[config.mk]
export PLATFORM = sky130hd
export DESIGN_NAME = time_of_day_counter
export DESIGN_NICKNAME = d
export VERILOG_FILES = /design/src/rtl/time_of_day_counter.sv
export SDC_FILE = /design/constraint.sdc
export NUM_CORES = 1
export LEC_CHECK = 0
export CAP_MARGIN = 20
export CELL_PAD_IN_SITES_DETAIL_PLACEMENT = 0
export CELL_PAD_IN_SITES_GLOBAL_PLACEMENT = 1
export CORE_UTILIZATION = 38
export CTS_CLUSTER_SIZE = 24
export DETAILED_ROUTE_END_ITERATION = 10
export GPL_TIMING_DRIVEN = 0
export PLACE_DENSITY_LB_ADDON = 0.2
export REMOVE_ABC_BUFFERS = 1
export SKIP_CTS_REPAIR_TIMING = 1
export SLEW_MARGIN = 20
export SYNTH_ARGS = -nofsm -noshare
export SYNTH_HDL_FRONTEND = slang
export SYNTH_SLANG_ARGS = --single-unit
[constraint.sdc]
create_clock -name clk -period 5.8 [get_ports clk]
set_input_delay 1.74 -clock clk [delete_from_list [all_inputs] [get_ports clk]]
set_output_delay 1.74 -clock clk [all_outputs]
set_load 0.05 [all_outputs]
[src/rtl/time_of_day_counter.sv]
// ============================================================================
// Module      : time_of_day_counter
// Description : Free-running 12-hour time-of-day counter with a validated
//               load port. Optional alarm compare when TOD_ALARM_EN is defined.
// Revision    : 1.0 - initial release
// ============================================================================
`default_nettype none

module time_of_day_counter #(
  parameter int CLK_FREQ_HZ  = 100_000_000,
  parameter int TICKS_PER_MS = CLK_FREQ_HZ / 1000
) (
  input  logic        clk,
  input  logic        rst,
  input  logic        run,
  input  logic        set_valid,
  input  logic [26:0] set_time,
  input  logic        set_pm,
`ifdef TOD_ALARM_EN
  input  logic        alarm_arm,
  input  logic [16:0] alarm_time,
  input  logic        alarm_pm,
  output logic        alarm_hit,
`endif
  output logic        set_err,
  output logic [26:0] time_out,
  output logic        pm,
  output logic        sec_pulse
);

  localparam int             c_PW = $clog2(TICKS_PER_MS);
  localparam logic [c_PW-1:0] c_TC = c_PW'(TICKS_PER_MS - 1);

  logic [c_PW-1:0] r_presc;
  logic [4:0]      r_hour;
  logic [5:0]      r_min;
  logic [5:0]      r_sec;
  logic [9:0]      r_ms;
  logic            r_pm;
  logic            r_set_err;
  logic            r_sec_pulse;

  logic [4:0]      w_hour_nxt;
  logic [5:0]      w_min_nxt;
  logic [5:0]      w_sec_nxt;
  logic [9:0]      w_ms_nxt;
  logic            w_pm_nxt;
  logic            w_tick;
  logic            w_ms_wrap;
  logic            w_sec_roll;
  logic            w_load_ok;

  assign w_tick     = run && (r_presc == c_TC);
  assign w_ms_wrap  = (r_ms == 10'd999);
  assign w_sec_roll = w_tick && w_ms_wrap;

  assign w_load_ok = set_valid
                     && (set_time[26:22] <= 5'd11)
                     && (set_time[21:16] <= 6'd59)
                     && (set_time[15:10] <= 6'd59)
                     && (set_time[9:0]   <= 10'd999);

  // Carry chain for one ms tick; identity when no tick is due.
  always_comb begin
    w_ms_nxt   = r_ms;
    w_sec_nxt  = r_sec;
    w_min_nxt  = r_min;
    w_hour_nxt = r_hour;
    w_pm_nxt   = r_pm;
    if (w_tick) begin
      if (!w_ms_wrap) begin
        w_ms_nxt = r_ms + 10'd1;
      end else begin
        w_ms_nxt = 10'd0;
        if (r_sec != 6'd59) begin
          w_sec_nxt = r_sec + 6'd1;
        end else begin
          w_sec_nxt = 6'd0;
          if (r_min != 6'd59) begin
            w_min_nxt = r_min + 6'd1;
          end else begin
            w_min_nxt = 6'd0;
            if (r_hour != 5'd11) begin
              w_hour_nxt = r_hour + 5'd1;
            end else begin
              w_hour_nxt = 5'd0;
              w_pm_nxt   = ~r_pm;
            end
          end
        end
      end
    end
  end

  always_ff @(posedge clk) begin
    if (rst) begin
      r_presc     <= '0;
      r_hour      <= 5'd0;
      r_min       <= 6'd0;
      r_sec       <= 6'd0;
      r_ms        <= 10'd0;
      r_pm        <= 1'b0;
      r_set_err   <= 1'b0;
      r_sec_pulse <= 1'b0;
    end else begin
      r_set_err   <= set_valid && !w_load_ok;
      // A valid load swallows any coincident tick, so no pulse either.
      r_sec_pulse <= w_sec_roll && !w_load_ok;
      if (w_load_ok) begin
        r_presc <= '0;
        r_hour  <= set_time[26:22];
        r_min   <= set_time[21:16];
        r_sec   <= set_time[15:10];
        r_ms    <= set_time[9:0];
        r_pm    <= set_pm;
      end else if (run) begin
        r_presc <= w_tick ? '0 : r_presc + c_PW'(1);
        r_hour  <= w_hour_nxt;
        r_min   <= w_min_nxt;
        r_sec   <= w_sec_nxt;
        r_ms    <= w_ms_nxt;
        r_pm    <= w_pm_nxt;
      end
    end
  end

`ifdef TOD_ALARM_EN
  logic r_alarm_hit;

  // Fires only on a counted second change into the alarm time, never on a load.
  always_ff @(posedge clk) begin
    if (rst) begin
      r_alarm_hit <= 1'b0;
    end else begin
      r_alarm_hit <= alarm_arm && w_sec_roll && !w_load_ok
                     && ({w_hour_nxt, w_min_nxt, w_sec_nxt} == alarm_time)
                     && (w_pm_nxt == alarm_pm);
    end
  end

  assign alarm_hit = r_alarm_hit;
`endif

  assign time_out  = {r_hour, r_min, r_sec, r_ms};
  assign pm        = r_pm;
  assign set_err   = r_set_err;
  assign sec_pulse = r_sec_pulse;

endmodule

`default_nettype wire

==> results of run 1 <==
## worst max-delay path by stage
stage	end	slack [ns]	cells after the start
after floorplan	pm	2.46	5
after global routing	r_hour[2]	1.45	6
after global placement	r_hour[1]	1.38	6
after CTS	r_hour[1]	1.71	6
final	r_hour[1]	1.70	6
after detailed placement	r_hour[1]	1.38	6
## flip-flops by register name (all words and copies together) (netlist names)
signal / count
r_presc: 17
r_ms: 10
set_err: 1
r_min: 6
r_hour: 5
pm: 1
sec_pulse: 1
r_sec: 6
## metal layers
| metal | track usage (%) | vias to the layer above | routed length (µm) |
|---|---|---|---|
| met3 | 3.18 | 8 | 288 |
| met1 | 29.8 | 1258 | 3720 |
| li1 | - | 1314 | - |
| met4 | 6.52 | 0 | 73 |
| met5 | 0 | - | 0 |
| met2 | 31.0 | 69 | 3210 |
## cell type report
type	instances	area share, %
Clock buffer	6	2.12
Clock inverter	1	0.879
Inverter	6	0.659
Multi-Input combinational cell	254	48.0
Sequential cell	47	27.5
Tap cell	80	2.93
Timing Repair Buffer	61	17.9
## layout by cell type, fill, tap and decap left out, types with 3 or more instances in the layout
| master | instances |
|---|---|
| clkbuf_8 | 5 |
| nor3_1 | 6 |
| nor2_1 | 46 |
| a221oi_1 | 6 |
| a311oi_1 | 9 |
| o21ai_0 | 20 |
| a211oi_1 | 5 |
| nand2_1 | 21 |
| o22ai_1 | 4 |
| inv_1 | 6 |
| o31ai_1 | 3 |
| and4_1 | 8 |
| nand4b_1 | 5 |
| and2_1 | 6 |
| a21oi_1 | 4 |
| nand3_1 | 18 |
| xnor2_1 | 8 |
| nor2b_1 | 3 |
| dfxtp_1 | 47 |
| or3_1 | 4 |
| o211ai_1 | 3 |
| clkdlybuf4s50_1 | 61 |
| mux2i_1 | 4 |
| a31oi_1 | 3 |
| xor2_1 | 13 |
| and3_1 | 8 |
| or4_1 | 5 |
| ha_1 | 5 |
| nand4_1 | 13 |
## worst register-to-register path, cell delays in order, from the launching register on
cell and delay, ns:
dfxtp_1 0.40, ha_1 0.26, nand4_1 0.36, nor3_2 0.53, nand4_2 0.29, o21ai_0 0.52
a221oi_1 0.18
## cell families after synthesis
family,count (synthesis),share of synthesized area (%)
simple gates,160,34.5
mux,4,1.51
compound gates,64,16.4
buf+inv,18,2.87
xor+xnor,21,6.92
fa+ha+maj,5,2.36
flops,47,35.4
## report_power, final
group | switching [W] | internal (W) | leakage (nW)
Sequential | 0.0000177 | 0.000336 | 0.383
Clock | 0.000106 | 0.000126 | 0.0513
Combinational | 0.0000807 | 0.0000561 | 0.733
Total | 0.000204 | 0.000518 | 1.17
## metrics by stage
stage          util [%]  total power, W  setup slack (ns)  cell area [µm²]  instances
2_1_floorplan         -        0.000435              2.46             2600        307
3_3_place_gp       49.0        0.000496              1.38             3310        448
3_5_place_dp       49.0        0.000497              1.38             3310        448
4_1_cts            50.6        0.000729              1.71             3420        455
5_1_grt            50.6        0.000757              1.45             3420        455
6_report           50.6        0.000723              1.70             3420        455
==> run metrics, run 1 <==
outcome completed; syn_area_per_cell 8.33 µm²; fmax about 240 MHz; ys async rst share 0%; Hold Vio Cnt, Final 0; clock skew 0.0116 ns; Area growth syn-to-layout 28.6%; min cycle time layout about 4.1 ns; Yosys cell types 50; Max Slew Vio Count 0; 1st-iter DRT viols 112; Die ar. 7330 µm²; total grt overflow 0; Clock Tree Root clkbuf_8; die width 85.6 µm; worst slew pin tran 1.04 ns; Yosys Warn Count 0; Core ar. 6760 µm²; RSZ-0062 raised after global routing false; worst path cell trace clkdlybuf4s50_1 -> nand4_1 -> nand4_1 -> or2_2 -> o21ai_0 -> a221oi_1; Synth top area share a little over a third; first-pass GRT wire length 12,100 µm; Crit path required time 6.00 ns; router iterations before antenna repair 4; Hold Path Stages 2; sequential area share after synthesis 35.4%; Routed WL per cell 16.0 µm; GRT Overall Usage approximately 20%; Hold Crit Class flop to flop; Synth Register Bits 47; Max Cap Viol 0; Setup crit end kind flop; Worst Setup Start Kind input port; Detailed Route WL 7290 µm; Crit-path slowest cell or2_2; Worst Reg-to-Reg Cells 6; hold slack 0.485 ns; gp weighted congestion 0.754; drc violations 0; H-tree levels 2; IO Port Bufs between 60 and 70; area of the multi-input gates approximately 1600 µm²; largest area contributor in the netlist dfxtp_1; Via density about 5.8; R2R Setup Slk 3.11 ns; via count 2,649; Relative slew margins slightly above 30%; placed wire-length estimate 5300 µm; proportion of layout cells with a drive suffix above 1 roughly 4.3%; final setup vio count 0; clk_lat worst skew 0.30 ns; vias in the first global route 2,517; storage element area 941 µm²; Crit Reg-Reg Startpoint r_ms[0]; CTS Buf Count 5; Max stage delay on crit path 0.69 ns; # diodes 0; Most used DFF post-synth dfxtp_1; Critical path buffers and inverters 1; Commonest cells post-synth dfxtp_1 (47), nor2_1 (46), nand2_1 (21); r2r endpoint r_hour[1]; WS Path Type input port to flop; Worst Min Path Start r_presc[1]; most used cell, CP nand4_1; LEAKAGE about 1.2 nW; Tcrit/Tclk final 70.7%; Final ANT Viol Nets 0; CTS tree done; Mapped Area 2660 µm²; most frequent cell after synthesis dfxtp_1; WHS Endpoint r_presc[1]; Initial Utilization 39.3%; setup TNS 0 ns; cells after synthesis 319; clk sink count 47; PwrDens 212 nW/µm²; Synth area leaders dfxtp_1 (35%), nor2_1 (6.5%), xor2_1 (4.3%); largest net degree at the start of global routing 40; CP arrival 4.30 ns; CP top delay family simple AND/OR/NAND/NOR gates; nets 412; clock-pin slew on the worst setup and hold paths 0.09 ns; initial antenna violation count 0; CTS Buffer Depth 2; Die H 85.6 µm; peak supply drop roughly 0.095 mV; Core Rows 30; number of synthesized flops with an enable pin 0; Ports just over 60; Critical Path Start set_time[14]; crit path max fanout 39; Filler Cells Inserted 672
(Power assumes the default switching activity.)
==> inputs of run 2 (changes only) <==
--- a/config.mk
+++ b/config.mk
@@ -8,7 +8,7 @@
 export CAP_MARGIN = 20
 export CELL_PAD_IN_SITES_DETAIL_PLACEMENT = 0
 export CELL_PAD_IN_SITES_GLOBAL_PLACEMENT = 1
-export CORE_UTILIZATION = 38
+export CORE_UTILIZATION = 33
 export CTS_CLUSTER_SIZE = 24
 export DETAILED_ROUTE_END_ITERATION = 10
 export GPL_TIMING_DRIVEN = 0
==> constraint.sdc (replaced) <==
create_clock -name clk -period 3.35 [get_ports clk]
set_input_delay 1.005 -clock clk [delete_from_list [all_inputs] [get_ports clk]]
set_output_delay 1.005 -clock clk [all_outputs]
set_load 0.05 [all_outputs]
==> run 2 against run 1 <==
  * Critical path depth did not move
  * Global-route usage shrank 1.9 points
  * Core utilization is 6.4 points lower
  * Count of clock-buffer cells in the layout is the same
  * Via count decreased by 2.0%
  * Critical endpoint is now r_hour[0]
  * Largest cell class unchanged
==> run metrics, run 2 (same netlist as run 1, synthesis figures left out) <==
vias in the first global route 2,425 (-3.7%); Crit Reg-Reg Startpoint r_ms[0]; 1st-iter DRT viols 58 (-48%); initial antenna violation count 0 (unchanged); CTS Buffer Depth 2 (unchanged); Die ar. 8410 µm² (+15%); H-tree levels 2 (unchanged); outcome completed; clk_lat worst skew 0.31 ns (about the same); Crit path required time 3.54 ns (-2.46 ns); largest register by flop count r_presc; Tcrit/Tclk final a little over nine tenths; peak supply drop 0.211 mV (+120%); clk sink count 47 (unchanged); Routed WL per cell 16.1 µm (+0.54%); WHS Endpoint r_presc[1]; min cycle time layout roughly 3.2 ns; clock-pin slew on the worst setup and hold paths 0.09 ns (about the same); first-pass GRT wire length 12,300 µm (+2.3%); commonest non-fill, non-tap cell in the layout clkdlybuf4s50_1; placed wire-length estimate 5590 µm (+5.6%); Hold Vio Cnt, Final 0 (unchanged); CTS tree done; Filler Cells Inserted 789 (+17%); CTS Buf Count 5 (unchanged); via count 2,596 (-2.0%); Setup crit end kind flop; PwrDens 349 nW/µm² (+65%); proportion of layout cells with a drive suffix above 1 4.79% (+0.52 points); Crit-path slowest cell clkdlybuf4s50_1; router iterations before antenna repair 4 (unchanged); GRT Overall Usage 18.5% (-1.9 points); critical path depth in cells 6 (unchanged); biggest regs r_presc: 17 flops, r_ms: 10 flops; CP top delay family simple AND/OR/NAND/NOR gates; Clock Tree Root clkbuf_8; Max Cap Viol 0 (unchanged); Worst Min Path Start r_presc[1]; Hold Path Stages 2 (unchanged); Area growth syn-to-layout 29.1%; R2R Setup Slk 0.81 ns (-2.30 ns); CP arrival 3.35 ns (-0.95 ns); LEAKAGE 1.16 nW (-0.82%); Core Rows 32 (+6.7%); WS Path Type input port to flop; clock skew 0.0127 ns (+0.00105 ns); DP Worst Slack -0.291 ns (-1.67 ns); max FFs per register 17 (unchanged); Max stage delay on crit path 0.57 ns (-0.12 ns); die width 91.7 µm (+7.1%); most frequent cells in the layout clkdlybuf4s50_1 (61), dfxtp_1 (47), nor2_1 (46); Die H 91.7 µm (+7.1%); Worst Reg-to-Reg Cells 6 (unchanged); IO Port Bufs 61 (unchanged); Detailed Route WL 7700 µm (+5.6%); largest net degree at the start of global routing 40 (unchanged); Final ANT Viol Nets 0 (unchanged); Core ar. 7770 µm² (+15%); Worst Setup Start Kind input port; Critical path buffers and inverters 1 (unchanged); r2r endpoint r_hour[0]; Ports 62 (unchanged); crit path max fanout 8 (-79%); Via density 5.43 (-6.7%); Initial Utilization 34.2% (-5.1 points); total grt overflow 0 (unchanged); nets 412 (unchanged); worst slew pin tran 0.967 ns (-0.0713 ns); Relative slew margins 35.3% (+4.8 points); fmax 316 MHz; hold slack 0.493 ns (+0.00759 ns); worst path cell trace clkdlybuf4s50_1 -> and4_1 -> nand4_1 -> nor4_4 -> nand2_1 -> a221oi_1; gp weighted congestion 0.791 (+4.8%); # diodes 0 (unchanged); Max Slew Vio Count 0 (unchanged); slack of the critical path 0.190 ns (-1.51 ns); drc violations 0 (unchanged); Hold Crit Class flop to flop; final setup vio count 0 (unchanged); RSZ-0062 raised after global routing false
run 2: changes by cell type in the layout (fill, tap and decap cells not counted):
cell and change:
o21ai_0 -1, clkinvlp_4 +1, or2_2 -1, clkinv_2 +1
bufinv_16 -1, and4_2 +1, and4_1 -1, or2_4 +1
o21ai_1 +1
run 2: final cells by class:
type / count / area (µm²) / share of cell area, %
Multi-Input combinational cell: 254 / 1640 / 47.9
Clock inverter: 2 / 12.5 / 0.365
Timing Repair Buffer: 61 / 611 / 17.8
Clock buffer: 6 / 72.6 / 2.12
Inverter: 6 / 22.5 / 0.657
Tap cell: 102 / 128 / 3.72
Sequential cell: 47 / 941 / 27.4
run 2: per-layer routing:
layer / vias to the layer above / global-route usage [%] / share of wire, %
li1: 1313 / - / -
met1: 1241 / 23.9 / 47
met2: 37 / 31.8 / 48
met3: 5 / 3.32 / 3.2
met4: 0 / 5.08 / 1.1
met5: - / 0 / 0
run 2: how the worst max path moves through the flow:
stage                start         to  slack [ns]
6_report               run  r_hour[0]        0.19
5_1_grt                run  r_hour[0]        0.03
4_1_cts        set_time[5]  r_hour[0]        0.03
3_5_place_dp   set_time[3]  r_hour[2]       -0.29
3_3_place_gp   set_time[5]  r_hour[1]       -0.30
2_1_floorplan          run         pm        0.74
run 2: where the power goes:
part / switching [W] / internal (W) / leakage (nW)
clock: 0.000199 / 0.000146 / 0.0412
combinational: 0.000141 / 0.0000977 / 0.734
sequential: 0.0000314 / 0.000581 / 0.383
run 2: worst min-delay path, stage by stage, from the launching register on:
cell,delay (ns)
dfxtp_1,0.33
nand2b_1,0.07
a21oi_1,0.05
run 2: stage by stage:
stage          setup TNS, ns  cells  cell area [µm²]  util [%]  total power [W]
4_1_cts                    0    478             3430      44.1          0.00121
2_1_floorplan              0    307             2600         -         0.000752
3_5_place_dp           -3.70    470             3340      43.0         0.000864
5_1_grt                    0    478             3430      44.2          0.00126
6_report                   0    478             3430      44.2          0.00120
3_3_place_gp           -4.12    470             3340      43.0         0.000863
==> inputs of run 3 (changes only) <==
--- a/config.mk
+++ b/config.mk
@@ -8,7 +8,7 @@
 export CAP_MARGIN = 20
 export CELL_PAD_IN_SITES_DETAIL_PLACEMENT = 0
 export CELL_PAD_IN_SITES_GLOBAL_PLACEMENT = 1
-export CORE_UTILIZATION = 33
+export CORE_UTILIZATION = 40
 export CTS_CLUSTER_SIZE = 24
 export DETAILED_ROUTE_END_ITERATION = 10
 export GPL_TIMING_DRIVEN = 0
==> constraint.sdc (replaced) <==
create_clock -name clk -period 4.05 [get_ports clk]
set_input_delay 1.215 -clock clk [delete_from_list [all_inputs] [get_ports clk]]
set_output_delay 1.215 -clock clk [all_outputs]
set_load 0.05 [all_outputs]
==> run 3 against run 2 <==
  * Cell count down 5.4%
  * Worst hold slack got worse by 0.0064 ns
  * Critical path type unchanged
  * Critical path depth unchanged
  * Total power shrank 17%
  * Sequential share of layout area increased by 0.26 points
  * Via count grew 0.69%
  * Global-route usage up 2.8 points
  * Die area down 17%
  * Final area decreased by 0.95%
==> run metrics, run 3 (same netlist as run 1, synthesis figures left out) <==
outcome completed; peak supply drop 0.157 mV (-26%); Max Slew Vio Count 0 (unchanged); largest register by flop count r_presc; largest net degree at the start of global routing 40 (unchanged); CP top delay family simple AND/OR/NAND/NOR gates; Design Area, Final 3400 µm² (-0.95%); final setup vio count 0 (unchanged); IO Port Bufs 61 (unchanged); worst slew pin tran 1.01 ns (+0.0417 ns); LEAKAGE 1.16 nW (+0.46%); r2r endpoint r_hour[0]; Final ANT Viol Nets 0 (unchanged); Filler Cells Inserted 609 (-23%); clk_lat worst skew 0.31 ns (about the same); crit path max fanout 39 (+31); biggest regs r_presc: 17 flops, r_ms: 10 flops; commonest non-fill, non-tap cell in the layout clkdlybuf4s50_1; CTS Buffer Depth 2 (unchanged); R2R Setup Slk 1.41 ns (+0.60 ns); Placed Cells 445 (-5.3%); # diodes 0 (unchanged); setup TNS 0 ns (unchanged); critical path depth in cells 6 (unchanged); router iterations before antenna repair 5 (+1); Critical path buffers and inverters 1 (unchanged); RSZ-0062 raised after global routing false; Placed Area 3310 µm² (-0.94%); clock-pin slew on the worst setup and hold paths 0.10 ns (about the same); CTS Buf Count 5 (unchanged); Ports 62 (unchanged); clk sink count 47 (unchanged); Hold Vio Cnt, Final 0 (unchanged); Relative slew margins 32.5% (-2.8 points); die width 83.5 µm (-9.0%); Initial Utilization 41.6% (+7.4 points); proportion of layout cells with a drive suffix above 1 4.53% (-0.25 points); Detailed Route WL 7230 µm (-6.1%); max FFs per register 17 (unchanged); GRT Overall Usage 21.4% (+2.8 points); Crit Reg-Reg Startpoint r_ms[0]; nets 412 (unchanged); placed wire-length estimate 5260 µm (-6.0%); initial antenna violation count 0 (unchanged); Hold Crit Class flop to flop; Max stage delay on crit path 0.69 ns (+0.12 ns); Clock Tree Root clkbuf_8; PwrDens 293 nW/µm² (-16%); Core Rows 29 (-9.4%); 1st-iter DRT viols 134 (+130%); Via density 5.78 (+6.5%); Area growth syn-to-layout 27.9%; CP arrival 3.74 ns (+0.39 ns); DP Worst Slack 0.199 ns (+0.491 ns); Crit-path slowest cell or2_2; Worst Reg-to-Reg Cells 6 (unchanged); Setup crit end kind flop; Finished Core Util 53.2% (+9.0 points); Critical Path Start set_time[5]; Core ar. 6390 µm² (-18%); Crit path required time 4.25 ns (+0.71 ns); post-route insts no fill 452 (-5.4%); clock skew 0.0120 ns (-0.000666 ns); first-pass GRT wire length 12,200 µm (-1.5%); total grt overflow 0 (unchanged); most frequent cells in the layout clkdlybuf4s50_1 (61), dfxtp_1 (47), nor2_1 (46); H-tree levels 2 (unchanged); Tcrit/Tclk final 87.2%; worst path cell trace clkdlybuf4s50_1 -> nand4_1 -> nor2_1 -> or2_2 -> o21ai_0 -> a221oi_1; Die ar. 6970 µm² (-17%); Die H 83.5 µm (-9.0%); vias in the first global route 2,447 (+0.91%); crit path to r_hour[0]; min cycle time layout 3.53 ns; WS Path Type input port to flop; gp weighted congestion 0.792 (+0.14%); CTS tree done; slack of the critical path 0.517 ns (+0.327 ns); Worst Setup Start Kind input port; fmax 283 MHz; drc violations 0 (unchanged); via count 2,614 (+0.69%); Routed WL per cell 16.0 µm (-0.69%); Max Cap Viol 0 (unchanged)
-- run 3: cell types whose count changed in the layout (fill, tap and decap cells not counted), sizes merged --
cell / delta
clkinvlp: -1
-- run 3: worst min path at each step --
stage	startpoint	cells past startpoint	slack, ns	to
after global routing	r_presc[1]	2	0.51	r_presc[1]
after global placement	r_presc[1]	2	0.47	r_presc[1]
after floorplan	r_presc[1]	2	0.46	r_presc[1]
after detailed placement	r_presc[1]	2	0.48	r_presc[1]
after CTS	r_presc[1]	2	0.49	r_presc[1]
final	r_presc[1]	2	0.49	r_presc[1]
-- run 3: area by class of cell --
type                            count  area, µm²  area share, %
Multi-Input combinational cell    254       1640           48.3
Sequential cell                    47        941           27.7
Timing Repair Buffer               61        611           18.0
Tap cell                           77       96.3           2.84
Clock buffer                        6       82.6           2.43
Inverter                            6       22.5          0.663
Clock inverter                      1       5.00          0.147
-- run 3: per-layer routing --
metal	track usage, %	wire length [µm]	up-vias
li1	-	-	1311
met1	30.0	3610	1230
met4	6.01	76	0
met3	4.06	345	7
met5	0	0	-
met2	33.5	3200	66
-- run 3: worst min-delay path, cell delays in order (launching register included) --
cell      delay (ns)
dfxtp_1         0.33
nand2b_1        0.07
a21oi_1         0.05
-- run 3: per-stage QoR --
step                total power [W]  hold WS (ns)
floorplan                  0.000622         0.458
global placement           0.000710         0.475
detailed placement         0.000711         0.480
CTS                         0.00100         0.493
global route                0.00104         0.514
finish                     0.000997         0.487
-- run 3: report_power, final --
| group | total (W) | leakage [nW] | switching [W] | internal, W |
|---|---|---|---|---|
| clock | 0.000295 | 0.0470 | 0.000161 | 0.000134 |
| combinational | 0.000195 | 0.733 | 0.000115 | 0.0000802 |
| sequential | 0.000506 | 0.383 | 0.0000252 | 0.000481 |
